**config.mk**
```make
export PLATFORM = sky130hd
export DESIGN_NAME = md_issue_ctrl
export DESIGN_NICKNAME = d
export VERILOG_FILES = /design/src/rtl/md_issue_ctrl.sv
export SDC_FILE = /design/constraint.sdc
export NUM_CORES = 1
export LEC_CHECK = 0
export CELL_PAD_IN_SITES_DETAIL_PLACEMENT = 1
export CELL_PAD_IN_SITES_GLOBAL_PLACEMENT = 1
export CORE_ASPECT_RATIO = 1.4
export CORE_MARGIN = 3
export CORE_UTILIZATION = 35
export DETAILED_ROUTE_END_ITERATION = 10
export GPL_TIMING_DRIVEN = 0
export PLACE_DENSITY = 0.86
export SYNTH_ARGS = -nofsm -noshare
export SYNTH_HDL_FRONTEND = slang
export SYNTH_SLANG_ARGS = --single-unit
```
**constraint.sdc**
```tcl
create_clock -name clk -period 2.56 [get_ports clk]
set_input_delay 0.256 -clock clk [delete_from_list [all_inputs] [get_ports clk]]
set_output_delay 0.256 -clock clk [all_outputs]
set_load 0.02 [all_outputs]
```
**src/rtl/md_issue_ctrl.sv**
```systemverilog
// md_issue_ctrl
//   E-stage issue and stall controller in front of the multiply/divide unit.
//   Accepts HI/LO-class requests, registers their operands, drives the unit's
//   start/op/write-enable/select inputs, tracks operation latency with a local
//   counter and freezes the D stage while a HI/LO-class instruction there
//   cannot safely proceed.
//
//   Optional feature: define MD_DIV0_GUARD_EN to suppress div/divu with a
//   zero divisor and report it on the sticky div0_flag output.
//
// Ports
//   clk          rising-edge clock
//   reset        asynchronous, active-low reset
//   e_valid      E stage holds a HI/LO-class instruction
//   e_op         0 mult 1 multu 2 div 3 divu 4 mthi 5 mtlo 6 mfhi 7 mflo
//   e_rs, e_rt   forwarded operands
//   flush        kill the E-stage instruction this cycle
//   d_is_md      D-stage instruction is HI/LO-class
//   md_busy      busy flag from the multiply/divide unit
//   md_start     one-cycle start pulse to the unit
//   md_aluop     unit op code, valid with md_start
//   md_rs, md_rt registered operands
//   md_hilowe    one-cycle HI/LO write pulse (mthi/mtlo)
//   md_hilo_a3   0 writes HI, 1 writes LO
//   hi_sel       E-stage result mux select, 1 = HI (mfhi)
//   stall_d      freeze D stage
//   protocol_err sticky: request arrived while an operation was in flight
//   div0_flag    sticky: zero-divisor divide suppressed (MD_DIV0_GUARD_EN only)

module md_issue_ctrl #(
    parameter int unsigned MUL_LAT = 5,
    parameter int unsigned DIV_LAT = 10,
    parameter logic [5:0]  OP_MUL  = 6'd1,
    parameter logic [5:0]  OP_MULU = 6'd2,
    parameter logic [5:0]  OP_DIV  = 6'd3,
    parameter logic [5:0]  OP_DIVU = 6'd4
) (
    input  logic        clk,
    input  logic        reset,
    input  logic        e_valid,
    input  logic [2:0]  e_op,
    input  logic [31:0] e_rs,
    input  logic [31:0] e_rt,
    input  logic        flush,
    input  logic        d_is_md,
    input  logic        md_busy,
    output logic        md_start,
    output logic [5:0]  md_aluop,
    output logic [31:0] md_rs,
    output logic [31:0] md_rt,
    output logic        md_hilowe,
    output logic        md_hilo_a3,
    output logic        hi_sel,
    output logic        stall_d,
    output logic        protocol_err
`ifdef MD_DIV0_GUARD_EN
   ,output logic        div0_flag
`endif
);

    localparam int unsigned MAX_LAT = (MUL_LAT > DIV_LAT) ? MUL_LAT : DIV_LAT;
    localparam int unsigned CNT_W   = $clog2(MAX_LAT + 1);

    typedef enum logic [1:0] {
        IDLE  = 2'd0,
        ISSUE = 2'd1,
        MOVE  = 2'd2,
        RUN   = 2'd3
    } state_t;

    state_t           state;
    logic [CNT_W-1:0] cnt;

    logic             req;
    logic             accept;
    logic             is_muldiv;
    logic             is_div;
    logic             is_mt;
    logic             div0_sup;
    logic             start_issue;
    logic             start_move;
    logic [5:0]       op_code;
    logic [CNT_W-1:0] lat_sel;

    always_comb begin
        req       = e_valid && !flush;
        accept    = req && (state == IDLE);
        is_muldiv = !e_op[2];
        is_div    = (e_op[2:1] == 2'b01);
        is_mt     = (e_op[2:1] == 2'b10);
`ifdef MD_DIV0_GUARD_EN
        div0_sup  = is_div && (e_rt == '0);
`else
        div0_sup  = 1'b0;
`endif
        start_issue = accept && is_muldiv && !div0_sup;
        start_move  = accept && is_mt;

        case (e_op[1:0])
            2'd0:    op_code = OP_MUL;
            2'd1:    op_code = OP_MULU;
            2'd2:    op_code = OP_DIV;
            default: op_code = OP_DIVU;
        endcase

        lat_sel = is_div ? CNT_W'(DIV_LAT) : CNT_W'(MUL_LAT);

        // Gated by reset so every output reads 0 while reset is asserted.
        stall_d = reset && d_is_md &&
                  ((state != IDLE) || start_issue || start_move || md_busy);
        hi_sel  = reset && (e_op == 3'd6);
    end

    // The counter is loaded on acceptance so it already holds the full
    // latency during ISSUE; RUN exits at 1, landing IDLE in the write cycle.
    always_ff @(posedge clk or negedge reset) begin
        if (!reset) begin
            state        <= IDLE;
            cnt          <= '0;
            md_start     <= 1'b0;
            md_aluop     <= '0;
            md_rs        <= '0;
            md_rt        <= '0;
            md_hilowe    <= 1'b0;
            md_hilo_a3   <= 1'b0;
            protocol_err <= 1'b0;
`ifdef MD_DIV0_GUARD_EN
            div0_flag    <= 1'b0;
`endif
        end else begin
            md_start  <= 1'b0;
            md_hilowe <= 1'b0;

            if (req && (state != IDLE)) begin
                protocol_err <= 1'b1;
            end

            case (state)
                IDLE: begin
                    if (start_issue) begin
                        state    <= ISSUE;
                        cnt      <= lat_sel;
                        md_start <= 1'b1;
                        md_aluop <= op_code;
                        md_rs    <= e_rs;
                        md_rt    <= e_rt;
                    end else if (start_move) begin
                        state      <= MOVE;
                        md_hilowe  <= 1'b1;
                        md_hilo_a3 <= e_op[0];
                        md_rs      <= e_rs;
                        md_rt      <= e_rt;
                    end
`ifdef MD_DIV0_GUARD_EN
                    if (accept && div0_sup) begin
                        div0_flag <= 1'b1;
                    end
`endif
                end
                ISSUE, RUN: begin
                    if (cnt <= CNT_W'(1)) begin
                        state <= IDLE;
                        cnt   <= '0;
                    end else begin
                        state <= RUN;
                        cnt   <= cnt - CNT_W'(1);
                    end
                end
                MOVE: begin
                    state <= IDLE;
                end
                default: begin
                    state <= IDLE;
                end
            endcase
        end
    end

endmodule

```
---- After elaboration in Yosys (flattened, before gate mapping) ----
Cells that the tools add are included.
cells by class
  add/sub/neg operators ................... 1
  magnitude comparators ................... 1
  equal/unequal tests ..................... 10
  multiplexer cells ....................... 18
  bitwise operators ....................... 1
  reductions and logical operators ........ 23
operators by type and width
  kind                 number
  $mux 32              4
  $mux 4               3
  $pmux 3 s3           1
  $eq 2x2->1 const B   4
  $logic_and 1x1->1    8
  $pmux 4 s2           1
  $eq 2x1->1 const B   3
  $mux 2               3
  $pmux 2 s3           1
  $reduce_and 2->1     3
  $reduce_bool 2->1    3
  $mux 1               5
  $le 4x1->1 const B   1
  $logic_not 2->1      2
  $sub 4x1->4 const B  1
  $eq 3x3->1 const B   1
  $logic_or 1x1->1     3
  $ne 3x3->1 const B   1
  $reduce_and 3->1     1
  $logic_not 1->1      2
  $ne 2x2->1 const B   1
  $reduce_or 2->1      1
  $not 1->1            1
word-level totals
  register bits after elaboration ......... 80
  bits of input ports ..................... 73
  output and inout port bits .............. 76
  word-level logic and storage cells ...... 63

---- Longest topological paths before layout ----
Gate-level depths: netlist of run 1.
  depth after elaboration ................. 8
  gate-level depth with buffers ........... 6
  mapped depth without buffers ............ 5

---- Worst setup path after synthesis of run 1 ----
OpenSTA, ideal clock, no wires.
  path type ............................... register to output
  start ................................... reg state[0]
  end ..................................... out stall_d
  data arrival time ....................... 1.328 ns
  required time ........................... 2.304 ns
  setup slack ............................. 0.976 ns
  stages on the path, launching flop included .. 7
  cells stage by stage .................... dfrtp_1 -> buf_2 -> nor2_4 -> nand3_2 -> buf_6 -> buf_6 -> a21oi_1
on the way
  word-level cells in the longest chain between the ends .. 7
  elaborated cells between the ends (all ways) .. 9
ends and longest elaborated chain
  item                                RTL line  source
  start, declared                     71        state_t state;
  start signal, assigned              118       state <= IDLE;
  start signal, assigned              141       state <= ISSUE;
  start signal, assigned              148       state <= MOVE;
  $logic_not 2->1                     87        accept = req && (state == IDLE);
  $logic_and 1x1->1                   87
  $logic_and 1x1->1                   96        start_issue = accept && is_muldiv && !div0_sup;
  $logic_or 1x1->1                    110       ((state != IDLE) || start_issue || start_move || md_busy);
  $logic_or 1x1->1 (*) (2 in series)  110
  $logic_and 1x1->1 (*)               109       stall_d = reset && d_is_md &&
  end, declared                       54        output logic stall_d,
Mark *: on every way between the ends. The rest lies on a longest branch, timed or not.

---- Worst setup path after layout of run 1 ----
Same ends and word-level chain as after synthesis.

==> results_dict.tcl, run 1 <==
set metrics [dict create \
    status "completed" \
    fmax_mhz 409 \
    clock-sinks 77 \
    finalWorstSetupSlack_ns 0.113 \
    finalCritPeriodShare_pct 95.6 \
    dieWidth_microns 88.1 \
    ys_seq_area_share_pct 58.3 \
    place_area_sq_mm 0.00492 \
    crit_arrival_ns 2.19 \
    final_max_slew_viol_count 0 \
    yosys-top-cells-area "dfrtp_1 58%, mux2_4 22%, mux2_2 6.1%" \
    dieArea_sq_mm 0.0107 \
    drt_iter0_drc 73 \
    r2r_cells 5 \
    ys_types 34 \
    cpMostUsedCell "buf_6" \
    hpwlAfterDp_mm 6.90 \
    nFillCells 883 \
    post-cts-setup-buffers 0 \
    syn_inst 205 \
    clk-insertion-delay-late_ns 0.33 \
    synthToLayoutAreaGrowth_pct 59.7 \
    synth-edff-count 0 \
    grt_pass1_wl_mm 14.6 \
    yosysWarnings 0 \
    worst_r2r_endpoint "cnt[3]" \
    required_ns 2.30 \
    irDropWorstVdd_uv 451 \
    power_leakage_nw 2.43 \
    vias 2269 \
    dp_slack_ns 0.117 \
    gr-total-overflow 0 \
    cts-root-buf "clkbuf_16" \
    gp_congestion 0.818 \
    synthAdderAreaFrac_pct 1.89 \
    synth_xor_area_share_pct 0.265 \
    slew_headroom_pct 55.1 \
    fin_nets 444 \
    netlist_area_sq_mm 0.00331 \
    io_pins 149 \
    grt_max_degree 52 \
    drv_cap 0 \
    synth_top_area_share_pct 58.3 \
    fin_crit_ns 2.45 \
    drive_gt1_share_pct 27.2 \
    detail-route-antenna-nets 0 \
    ys_seq_elements 77 \
    post-synth-top-count-cell "dfrtp_1" \
    clkTransAtPathRegs_ns 0.07 \
    yosys_most_used_dff "dfrtp_1" \
    synth_top_family_by_area "multiplexers" \
    dieHeight_microns 121 \
    core_area_sq_mm 0.00913 \
    slowest_stage "clkdlybuf4s50_1" \
    start_util_pct 36.2 \
    cts_buffers 9 \
    worstPathCellList "buf_2 > nor2_4 > nand3_2 > buf_6 > buf_6 > a21oi_1 > clkdlybuf4s50_1" \
    syn_avg_cell_area_sq_um 16.1 \
    yosys.area_share.simple_pct 4.54 \
    yosys.area.top_type "dfrtp_1" \
    cts_max_path_buffers 2 \
    ys_top_cells_by_count "77 x dfrtp_1, 49 x mux2_4, 18 x mux2_2" \
    synth_compound_area_share_pct 2.50 \
    insertedDiodeCount 0 \
    critPathMaxStageDelay_ns 0.63 \
    io_buffers 145 \
    ff2ff_setup_slack_ns 0.88 \
    grt_usage_pct 18.4 \
    async_flop_share_pct 100 \
    final_cell_area_sq_mm 0.00528 \
    cts_tree "done" \
    drc 0 \
    crit_type "flop to primary output" \
    muxShareOfSynthArea_pct 28.7 \
    drt-total-wl_mm 9.41 \
    hold_ws_ns 0.437 \
    vias_per_cell 4.75 \
    antenna_found_initial 0 \
    finalHoldViolCount 0 \
    critPathLaunchType "flop" \
    grt_pass1_vias 2601 \
    setup_viol 0 \
    htreeDepth 3 \
    reg2reg_from "cnt[0]" \
    wl_per_cell_microns 19.7 \
    finalClockSkew_ns 0.00687 \
    rsz0062_at_grt "no" \
    worst_pin_slew_ns 0.668 \
    p_per_area_mw_per_mm2 1290 \
    rows 41 \
    end_kind "primary output" \
    cts_resized 0 \
    hp-class "primary input to asynchronous set/reset pin" \
    cp_max_fo 10 \
    postCtsHoldBufs 2 \
    drt_first_pass_iters 4 \
]
-- stage by stage --
stage                     utilization (%)  TNS [ns]  std cells  power, mW
after CTS                            57.8         0        478       6.89
after floorplan                         -         0        207       3.89
after detailed placement             53.9         0        460       5.45
after global routing                 57.8         0        478       7.17
final                                57.8         0        478       6.80
after global placement               53.6   -121.96        459       5.31
-- registers in the layout, summed over array words and instances (netlist names) --
register and count:
cnt 4, md_aluop 3, md_hilo_a3 1, md_hilowe 1, md_rs 32, md_rt 32
md_start 1, protocol_err 1, state 2
-- area by class of cell --
| class | instances | area [sq um] | share of cell area, % |
|---|---|---|---|
| clock buffers | 9 | 225 | 4.27 |
| clock inverters | 7 | 98.8 | 1.87 |
| flip-flops and latches | 77 | 1930 | 36.5 |
| well taps | 107 | 134 | 2.54 |
| plain buffers | 11 | 100 | 1.90 |
| repair buffers | 148 | 1510 | 28.5 |
| inverters | 6 | 22.5 | 0.427 |
| multi-input cells | 113 | 1260 | 23.9 |
-- critical path: cells and delay by family (launching register included) --
family | cells | cell delay (ns)
AND/OR/NAND/NOR | 2 | 0.21
flip-flops | 1 | 0.36
AO/OA/AOI/OAI | 1 | 0.13
buffers and inverters | 4 | 1.14
-- cells by family (layout without fill, tap and decap cells) --
| logic type | after synthesis | after routing |
|---|---|---|
| AND/OR/NAND/NOR | 24 | 24 |
| XOR/XNOR | 1 | 1 |
| multiplexers | 68 | 68 |
| flip-flops | 77 | 77 |
| AO/OA/AOI/OAI | 12 | 12 |
| other | 1 | 3 |
| buffers and inverters | 17 | 181 |
| adder cells (fa/ha/maj) | 5 | 5 |
-- placed cells by master, fill, tap and decap left out, drive strengths merged, types with 2 or more instances in the layout --
cell	netlist	layout
dfrtp	77	77
nor2	3	3
nand2b	3	3
nand3	3	3
o21ai	2	2
ha	5	5
clkinv	0	3
nand2	6	6
nor3	3	3
clkbuf	0	9
mux2	67	67
bufinv	0	2
buf	11	14
a21oi	2	2
conb	1	3
o31ai	2	2
inv	6	7
clkdlybuf4s50	0	144
-- power breakdown --
group	internal (mW)	switching (mW)
combinational	1.83	1.41
clock	0.859	0.525
sequential	1.81	0.370
total	4.50	2.30
-- layer usage --
layer | GRT usage [%] | part of all wire [%] | vias up
met5 | 0 | 0 | -
met4 | 8.70 | 2.4 | 0
met3 | 3.19 | 5.3 | 14
met2 | 33.6 | 56 | 85
met1 | 20.2 | 36 | 1135
li1 | - | - | 1035
-- worst max-delay path by stage --
| stage | startpoint | endpoint | slack [ns] | cells past startpoint |
|---|---|---|---|---|
| after detailed placement | e_valid | stall_d | 0.12 | 7 |
| after global routing | state[0] | stall_d | 0.005 | 7 |
| after floorplan | state[0] | stall_d | 0.98 | 6 |
| after global placement | reset | hi_sel | -2.11 | 3 |
| after CTS | state[0] | stall_d | 0.08 | 7 |
| final | state[0] | stall_d | 0.11 | 7 |
Note: power is estimated with default switching activity, not from simulation.
==> inputs of run 2 (changes only) <==
--- a/config.mk
+++ b/config.mk
@@ -11,6 +11,7 @@
 export CORE_MARGIN = 3
 export CORE_UTILIZATION = 35
 export DETAILED_ROUTE_END_ITERATION = 10
+export GPL_ROUTABILITY_DRIVEN = 1
 export GPL_TIMING_DRIVEN = 0
 export PLACE_DENSITY = 0.86
 export SYNTH_ARGS = -nofsm -noshare
==> results of run 2 <==
Final layout, timing and power as in run 1 (identical DEF).
